<file path="src/rtl/markov_predictor.sv">
// First-order Markov opponent model for RPS: counts user move transitions and emits the counter move.
// Optional row-halving decay on counter overflow is enabled by defining MARKOV_DECAY_EN.
module markov_predictor #(
  parameter int CNT_W = 4
) (
  input  logic       clock,
  input  logic       reset,
  input  logic       start,
  input  logic [1:0] user,
  output logic [1:0] choice,
  output logic [1:0] pred,
  output logic       ready
);

  typedef enum logic [2:0] {IDLE, UPDATE, SCAN0, SCAN1, SCAN2, EMIT} state_t;

  localparam logic [CNT_W-1:0] CNT_MAX = '1;

  state_t           state_q, state_d;
  logic [CNT_W-1:0] cnt_q [3][3];
  logic [CNT_W-1:0] cnt_d [3][3];
  logic             have_prev_q, have_prev_d;
  logic [1:0]       prev_q, prev_d;
  logic [1:0]       cur_q, cur_d;
  logic [1:0]       best_idx_q, best_idx_d;
  logic [CNT_W-1:0] best_cnt_q, best_cnt_d;
  logic [1:0]       choice_q, choice_d;
  logic [1:0]       pred_q, pred_d;
  logic             ready_q, ready_d;
  logic [1:0]       emit_pred;

  function automatic logic [1:0] beat(input logic [1:0] mv);
    case (mv)
      2'b00:   beat = 2'b10;
      2'b01:   beat = 2'b00;
      2'b10:   beat = 2'b01;
      default: beat = 2'b00;
    endcase
  endfunction

  always_comb begin
    state_d     = state_q;
    cnt_d       = cnt_q;
    have_prev_d = have_prev_q;
    prev_d      = prev_q;
    cur_d       = cur_q;
    best_idx_d  = best_idx_q;
    best_cnt_d  = best_cnt_q;
    choice_d    = choice_q;
    pred_d      = pred_q;
    ready_d     = ready_q;
    emit_pred   = pred_q;

    case (state_q)
      IDLE: begin
        if (start && user != 2'b11) begin
          cur_d   = user;
          ready_d = 1'b0;
          state_d = UPDATE;
        end
      end
      UPDATE: begin
        if (have_prev_q) begin
          if (cnt_q[prev_q][cur_q] != CNT_MAX) begin
            cnt_d[prev_q][cur_q] = cnt_q[prev_q][cur_q] + 1'b1;
          end
`ifdef MARKOV_DECAY_EN
          else begin
            // Age the whole row so relative preferences survive the overflow.
            for (int k = 0; k < 3; k++) begin
              cnt_d[prev_q][k] = cnt_q[prev_q][k] >> 1;
            end
            cnt_d[prev_q][cur_q] = (CNT_MAX >> 1) + 1'b1;
          end
`endif
        end
        prev_d      = cur_q;
        have_prev_d = 1'b1;
        state_d     = SCAN0;
      end
      SCAN0: begin
        best_cnt_d = cnt_q[cur_q][0];
        best_idx_d = 2'd0;
        state_d    = SCAN1;
      end
      SCAN1: begin
        if (cnt_q[cur_q][1] > best_cnt_q) begin
          best_cnt_d = cnt_q[cur_q][1];
          best_idx_d = 2'd1;
        end
        state_d = SCAN2;
      end
      SCAN2: begin
        if (cnt_q[cur_q][2] > best_cnt_q) begin
          best_cnt_d = cnt_q[cur_q][2];
          best_idx_d = 2'd2;
        end
        state_d = EMIT;
      end
      EMIT: begin
        // An empty row means no history after this move: guess the user repeats it.
        emit_pred = (best_cnt_q == '0) ? cur_q : best_idx_q;
        pred_d    = emit_pred;
        choice_d  = beat(emit_pred);
        ready_d   = 1'b1;
        state_d   = IDLE;
      end
      default: state_d = IDLE;
    endcase
  end

  always_ff @(posedge clock or posedge reset) begin
    if (reset) begin
      state_q     <= IDLE;
      for (int i = 0; i < 3; i++) begin
        for (int j = 0; j < 3; j++) begin
          cnt_q[i][j] <= '0;
        end
      end
      have_prev_q <= 1'b0;
      prev_q      <= 2'b00;
      cur_q       <= 2'b00;
      best_idx_q  <= 2'b00;
      best_cnt_q  <= '0;
      choice_q    <= 2'b00;
      pred_q      <= 2'b00;
      ready_q     <= 1'b1;
    end else begin
      state_q     <= state_d;
      cnt_q       <= cnt_d;
      have_prev_q <= have_prev_d;
      prev_q      <= prev_d;
      cur_q       <= cur_d;
      best_idx_q  <= best_idx_d;
      best_cnt_q  <= best_cnt_d;
      choice_q    <= choice_d;
      pred_q      <= pred_d;
      ready_q     <= ready_d;
    end
  end

  assign choice = choice_q;
  assign pred   = pred_q;
  assign ready  = ready_q;

endmodule

</file>
<file path="config.mk">
export PLATFORM = sky130hd
export DESIGN_NAME = markov_predictor
export DESIGN_NICKNAME = d
export VERILOG_FILES = /design/src/rtl/markov_predictor.sv
export SDC_FILE = /design/constraint.sdc
export NUM_CORES = 1
export LEC_CHECK = 0
export CAP_MARGIN = 20
export CELL_PAD_IN_SITES_DETAIL_PLACEMENT = 1
export CELL_PAD_IN_SITES_GLOBAL_PLACEMENT = 1
export CORE_AREA = 2 2 88 90
export DETAILED_ROUTE_END_ITERATION = 10
export DIE_AREA = 0 0 90 92
export PLACE_DENSITY_LB_ADDON = 0.1
export SYNTH_ARGS = -nofsm -noshare
export SYNTH_HDL_FRONTEND = slang
export SYNTH_SLANG_ARGS = --single-unit
</file>
<file path="constraint.sdc">
create_clock -name clock -period 3.3 [get_ports clock]
set_clock_uncertainty 0.2 [all_clocks]
set_input_delay 0.66 -clock clock [delete_from_list [all_inputs] [get_ports clock]]
set_output_delay 0.66 -clock clock [all_outputs]
set_load 0.01 [all_outputs]
</file>
# After elaboration in Yosys (flattened, before gate mapping)
# Index checks and enable logic that the tools add are counted.
# Widths: inputs -> output; s select.
# word_totals
mem_bits_ro	0
mem_count	0
mem_bits_rw	0
latch_bits	0
wordCells	76
regBits	55
output_inout_bits	5
# op_classes
shift	0
magnitude_cmp	6
n_mul	0
reduce_logical	12
eq_ne	11
div_mod_pow	0
mux	26
n_addsub	1
n_bitwise	2
# op_table
operator	n
$mux 12	5
$bmux 12 s2	2
$bwmux 36	1
$demux 12 s2	1
$mux 4	5
$pmux 3 s5	1
$pmux 4 s3	1
$bmux 4 s2	1
$demux 4 s2	1
$gt 4x4->1	2
$ne 2x2->1 const B	4
$eq 3x2->1 const B	2
$eq 3x3->1 const B	2
$ge 3x3->1 const B	2
$lt 3x1->1 const B	2
$mux 2	3
$not 2->3	2
$pmux 2 s3	1
$reduce_and 3->1	2
$add 4x1->4 const B	1
$logic_not 4->1	1
$ne 4x4->1 const B	1
$pmux 2 s2	1
$reduce_and 2->1	2
other kinds (10)	12

# Logic depth before layout (Yosys ltp)
# depth
depth_word	9
mapped_depth	14
mapped_depth_nobuf	12

# Worst setup path after synthesis
# No wires, ideal clock.
# synth_path
path_kind	reg-to-reg
start	register cur_q[0]
end	register best_cnt_q[3]
path_stages_with_launch	12
slack_ns	0.503
t_arrival_ns	2.471
required_ns	2.974
setup_time_ns	0.126
path_cell_list	dfrtp_1 buf_4 buf_2 mux2i_1 o21ai_0 ha_1 nor2b_1 o21a_1 o21a_1 o2111ai_1 nand2_1 a221o_1
# synth_via
elab_chain_len	7
# synth_rtl
element	line	text
start: declaration	24	logic [1:0] cur_q, cur_d;
start signal: assignment	133	cur_q <= cur_d;
$not 2->3 (implied by the code) *	--	
$bmux 12 s2 *	--	
$mux 12 (implied by the code) * (2 in a row)	94, 95	
$gt 4x4->1, on equally long branches	94, 87	
$ne 2x2->1 (no line)	--	
$reduce_and 3->1 (no line)	--	
end signal: assignment	135	best_cnt_q <= best_cnt_d;
end: declaration	26	logic [CNT_W-1:0] best_cnt_q, best_cnt_d;
# Mark *: on every way between the ends. The rest lies on a longest branch, timed or not. The select of a mux whose other input is x is not followed.
# A chain may end at the register's enable or synchronous reset.

# Worst setup path in the final report
# layout_path
start	register prev_q[0]
end	register cnt_q[2] (netlist bit)
# layout_via
elab_chain_len	9
# layout_rtl
element	line	text
start: declaration	23	logic [1:0] prev_q, prev_d;
start signal: assignment	132	prev_q <= prev_d;
$not 2->3 (implied by the code) *	64, 65	
$bmux 12 s2	64, 65	
$mux 12 (implied by the code) (2 in a row)	64, 65	
$bmux 4 s2	64, 65	
$mux 4 (implied by the code) (2 in a row)	64, 65	
$add 4x1->4 or $ne 4x4->1 (tied branches)	65, 64	
$bwmux 36 or $reduce_and 3->1 (tied branches)	--	
end signal: assignment	130	cnt_q <= cnt_d;
end: declaration	20	logic [CNT_W-1:0] cnt_q [3][3];
# Marked as above.

==> metrics.json <==
{
  "status": {
    "run_status": "complete, no violations"
  },
  "setup_path": {
    "start_kind": "register",
    "crit_path_max_incr_delay_ns": 0.76,
    "critPathSlowestCell": "sky130_fd_sc_hd__dfrtp_1",
    "critical_path.max_fanout": 17,
    "startpoint": "prev_q[0]",
    "cp.required_ns": 3.35,
    "path_cells": "mux2_1 > nand3_1 > o21ai_1 > a211oi_4 > inv_2 > ha_1 > xor2_1 > mux2_2",
    "critPathKind": "register to register",
    "reg2reg_from": "prev_q[0]",
    "cp.arrival_ns": 3.06,
    "critical_path.endpoint_type": "register"
  },
  "pwr": {
    "vdd.ir_drop.worst_mv": 0.543,
    "power_frac_comb_pct": 55.4,
    "finalPower_mw": 3.35,
    "net-switching-power_mw": 1.53,
    "seq_power_share_pct": 33.2,
    "internal-power_mw": 1.83,
    "power.static_leakage_nw": 1.61,
    "sw_frac_of_total_pct": 45.5,
    "power_frac_clock_pct": 11.4,
    "cellPowerDensity_nw_per_um2": 917
  },
  "synthesis": {
    "synth_top_area_cell": "sky130_fd_sc_hd__dfrtp_1",
    "synth_cell_type_count": 61,
    "synthMostInstantiatedCell": "sky130_fd_sc_hd__dfrtp_1",
    "syn_inst": 326,
    "share_of_synthesized_area_occupied_by_flip_flops_and_latches_pct": 41.3,
    "synth.cell_area_sq_um": 3340,
    "synth.yosys.warnings": 0,
    "async_flop_share_pct": 100,
    "synth_commonest_cells": "sky130_fd_sc_hd__dfrtp_1 (54), sky130_fd_sc_hd__nand2_1 (33), sky130_fd_sc_hd__o21ai_0 (22), sky130_fd_sc_hd__nor2_1 (21), sky130_fd_sc_hd__mux2i_1 (18)",
    "synth_ff_type": "sky130_fd_sc_hd__dfrtp_1",
    "avgSynthCellArea_sq_um": 10.2,
    "yosys_register_bits": 55,
    "ys_top_cells_by_area": "sky130_fd_sc_hd__dfrtp_1 (41%), sky130_fd_sc_hd__mux2i_1 (5.4%), sky130_fd_sc_hd__mux2_2 (5.4%)",
    "yosys.area.top_type_share_pct": 40.5,
    "postSynthNetCount": 340,
    "number_of_synthesized_flops_with_an_enable_pin": 0
  },
  "clock_network": {
    "clock_buffer_count_from_cts": 5,
    "cts.repair_timing.setup_buffer_count": 0,
    "cts_clock_pin_slew_for_the_worst_setup_and_hold_paths_ns": 0.11,
    "cts-hold-fix-buffers": 0,
    "ctsResizeCount": 0,
    "cts-root-to-sink-buffers": 2,
    "tritoncts_num_sinks": 55,
    "clock_latency_ns": 0.32,
    "h_tree_depth_reported_by_cts": 2,
    "cts_tree": "done",
    "cts_root_buf": "sky130_fd_sc_hd__clkbuf_8"
  },
  "floorplan": {
    "die-width_um": 90,
    "floorplan.initialDensity_pct": 44.8,
    "die-area_sq_um": 8280,
    "fp-row-count": 32,
    "fp.dieH_um": 92,
    "i_o_pin_count": 10,
    "core-area_sq_um": 7450
  },
  "sta": {
    "timing.slew.headroom_pct": 51.7,
    "final_critical_path_setup_slack_ns": 0.296,
    "fin_setup_tns_ns": 0,
    "period_minus_slack_ns": 3.00,
    "fin_worst_hold_slack_ns": 0.283,
    "finalHoldViolCount": 0,
    "worstMarginPinSlew_ns": 0.722,
    "setup_viol": 0,
    "final_worst_path_period_share_pct": 91.0,
    "max_freq_mhz": 333,
    "grt_setup_unrepaired": "no",
    "number_of_max_slew_violations_in_the_final_report": 0
  },
  "route": {
    "detail_route.vias_per_cell": 5.74,
    "wirelength_um": 8600,
    "remaining_drc_errors": 0,
    "drt-initial-drc-count": 102,
    "drt_pre_antenna_iters": 5,
    "route.detailed.wl_per_inst_um": 19.3,
    "vias": 2559,
    "drt.antenna.violating_nets": 0
  },
  "layout": {
    "nNetsFinal": 357,
    "n_antenna_cell": 0,
    "layout-area-overhead-vs-synth_pct": 9.60,
    "final_layout_size_suffix_gt1_share_pct": 18.0
  },
  "global_route": {
    "grt_first_pass_wirelength_um": 14800,
    "grt_max_degree": 24,
    "grt_pass1_vias": 2796,
    "grt_remaining_overflow": 0,
    "globalRouteTotalUtil_pct": 22.5,
    "grt_antenna_before_repair": 0
  },
  "placement": {
    "finalWeightedCongestion": 0.831,
    "io_buffers": 9,
    "placement.setup.worst_slack_ns": 0.316,
    "hpwl_um": 6550
  },
  "job": {
    "drv.max_cap_violation_count": 0
  },
  "worst_hold_path": {
    "timing.hold.worst.class": "register to register",
    "hp-start": "have_prev_q"
  }
}
-- power by group through the flow --
stage	clock network (mW)	registers [mW]	logic [mW]
after floorplan	0	1.03	1.38
after global placement	0	1.12	1.82
after detailed placement	0	1.13	1.86
after CTS	0.394	1.12	1.87
after global routing	0.419	1.15	2.07
final	0.382	1.11	1.86
-- worst max-delay path: cells and delay by family (launching register included) --
| family | cells | cell delay, ns |
|---|---|---|
| buf+inv | 1 | 0.07 |
| xor+xnor | 1 | 0.62 |
| simple gates | 1 | 0.08 |
| mux | 2 | 0.67 |
| fa+ha+maj | 1 | 0.26 |
| flops | 1 | 0.76 |
| compound gates | 2 | 0.29 |
-- cells by family (layout without fill, tap and decap cells) --
group	Yosys count	count (layout)	share of synthesized area, %
compound gates	82	82	17.4
xor+xnor	2	2	0.525
fa+ha+maj	9	9	3.38
buf+inv	30	48	5.14
flops	55	55	41.3
mux	50	50	16.9
simple gates	98	98	15.4
-- final timing paths --
check | end | slack [ns] | cells after the start
max | cnt_q[2] | 0.30 | 8
min | have_prev_q | 0.28 | 1
max reg2reg | cnt_q[2] | 0.30 | 8
min reg2reg | have_prev_q | 0.28 | 1
max in group asynchronous | cnt_q[23] | 1.84 | 3
min in group asynchronous | choice[1] | 0.41 | 2
-- cell usage in the layout, fill, tap and decap left out, types with 4 or more instances in the layout --
cell	synthesis	final
sky130_fd_sc_hd__dfrtp_1	54	54
sky130_fd_sc_hd__nand2_1	33	33
sky130_fd_sc_hd__o21ai_0	22	22
sky130_fd_sc_hd__nor2_1	21	21
sky130_fd_sc_hd__buf_4	2	19
sky130_fd_sc_hd__mux2i_1	18	18
sky130_fd_sc_hd__mux2_2	16	16
sky130_fd_sc_hd__a21oi_1	15	15
sky130_fd_sc_hd__mux2_1	12	12
sky130_fd_sc_hd__inv_1	11	10
sky130_fd_sc_hd__nand3_1	9	9
sky130_fd_sc_hd__a32o_1	9	9
sky130_fd_sc_hd__ha_1	9	9
sky130_fd_sc_hd__clkdlybuf4s50_1	0	9
sky130_fd_sc_hd__and3_1	8	8
sky130_fd_sc_hd__nor2b_1	5	5
sky130_fd_sc_hd__o22ai_1	5	5
sky130_fd_sc_hd__a211oi_1	5	5
sky130_fd_sc_hd__clkbuf_8	0	5
sky130_fd_sc_hd__nand2b_1	4	4
sky130_fd_sc_hd__a22oi_1	4	4
-- metrics by stage --
step	instance area, sq um	cells	util [%]
4_1_cts	3660	446	49.1
3_5_place_dp	3570	438	47.9
2_1_floorplan	3340	326	-
3_3_place_gp	3570	438	47.9
5_1_grt	3660	446	49.1
6_report	3660	446	49.1
-- per-layer routing --
metal	track usage (%)	up-vias	share of wire, %	wire [um]
met5	0	-	0	0
met4	6.03	0	1.2	106
met3	2.55	9	2.0	176
met2	39.5	30	51	4350
met1	29.6	1295	46	3970
li1	-	1225	-	-
-- registers in the layout (all words and copies together) (netlist names) --
name and cells:
cur_q 2, cnt_q 36, best_cnt_q 4, best_idx_q 2, choice 2, pred 2
have_prev_q 1, state_q 3, ready 1, prev_q 2
-- area by class of cell --
| class | count | area (sq um) |
|---|---|---|
| clock buffers | 6 | 72.6 |
| clock inverters | 2 | 13.8 |
| fillers | 863 | 3790 |
| inverters | 12 | 45.0 |
| multi-input cells | 241 | 1790 |
| flip-flops and latches | 55 | 1380 |
| well taps | 102 | 128 |
| repair buffers | 28 | 233 |
Note: power is estimated with default switching activity, not from simulation.
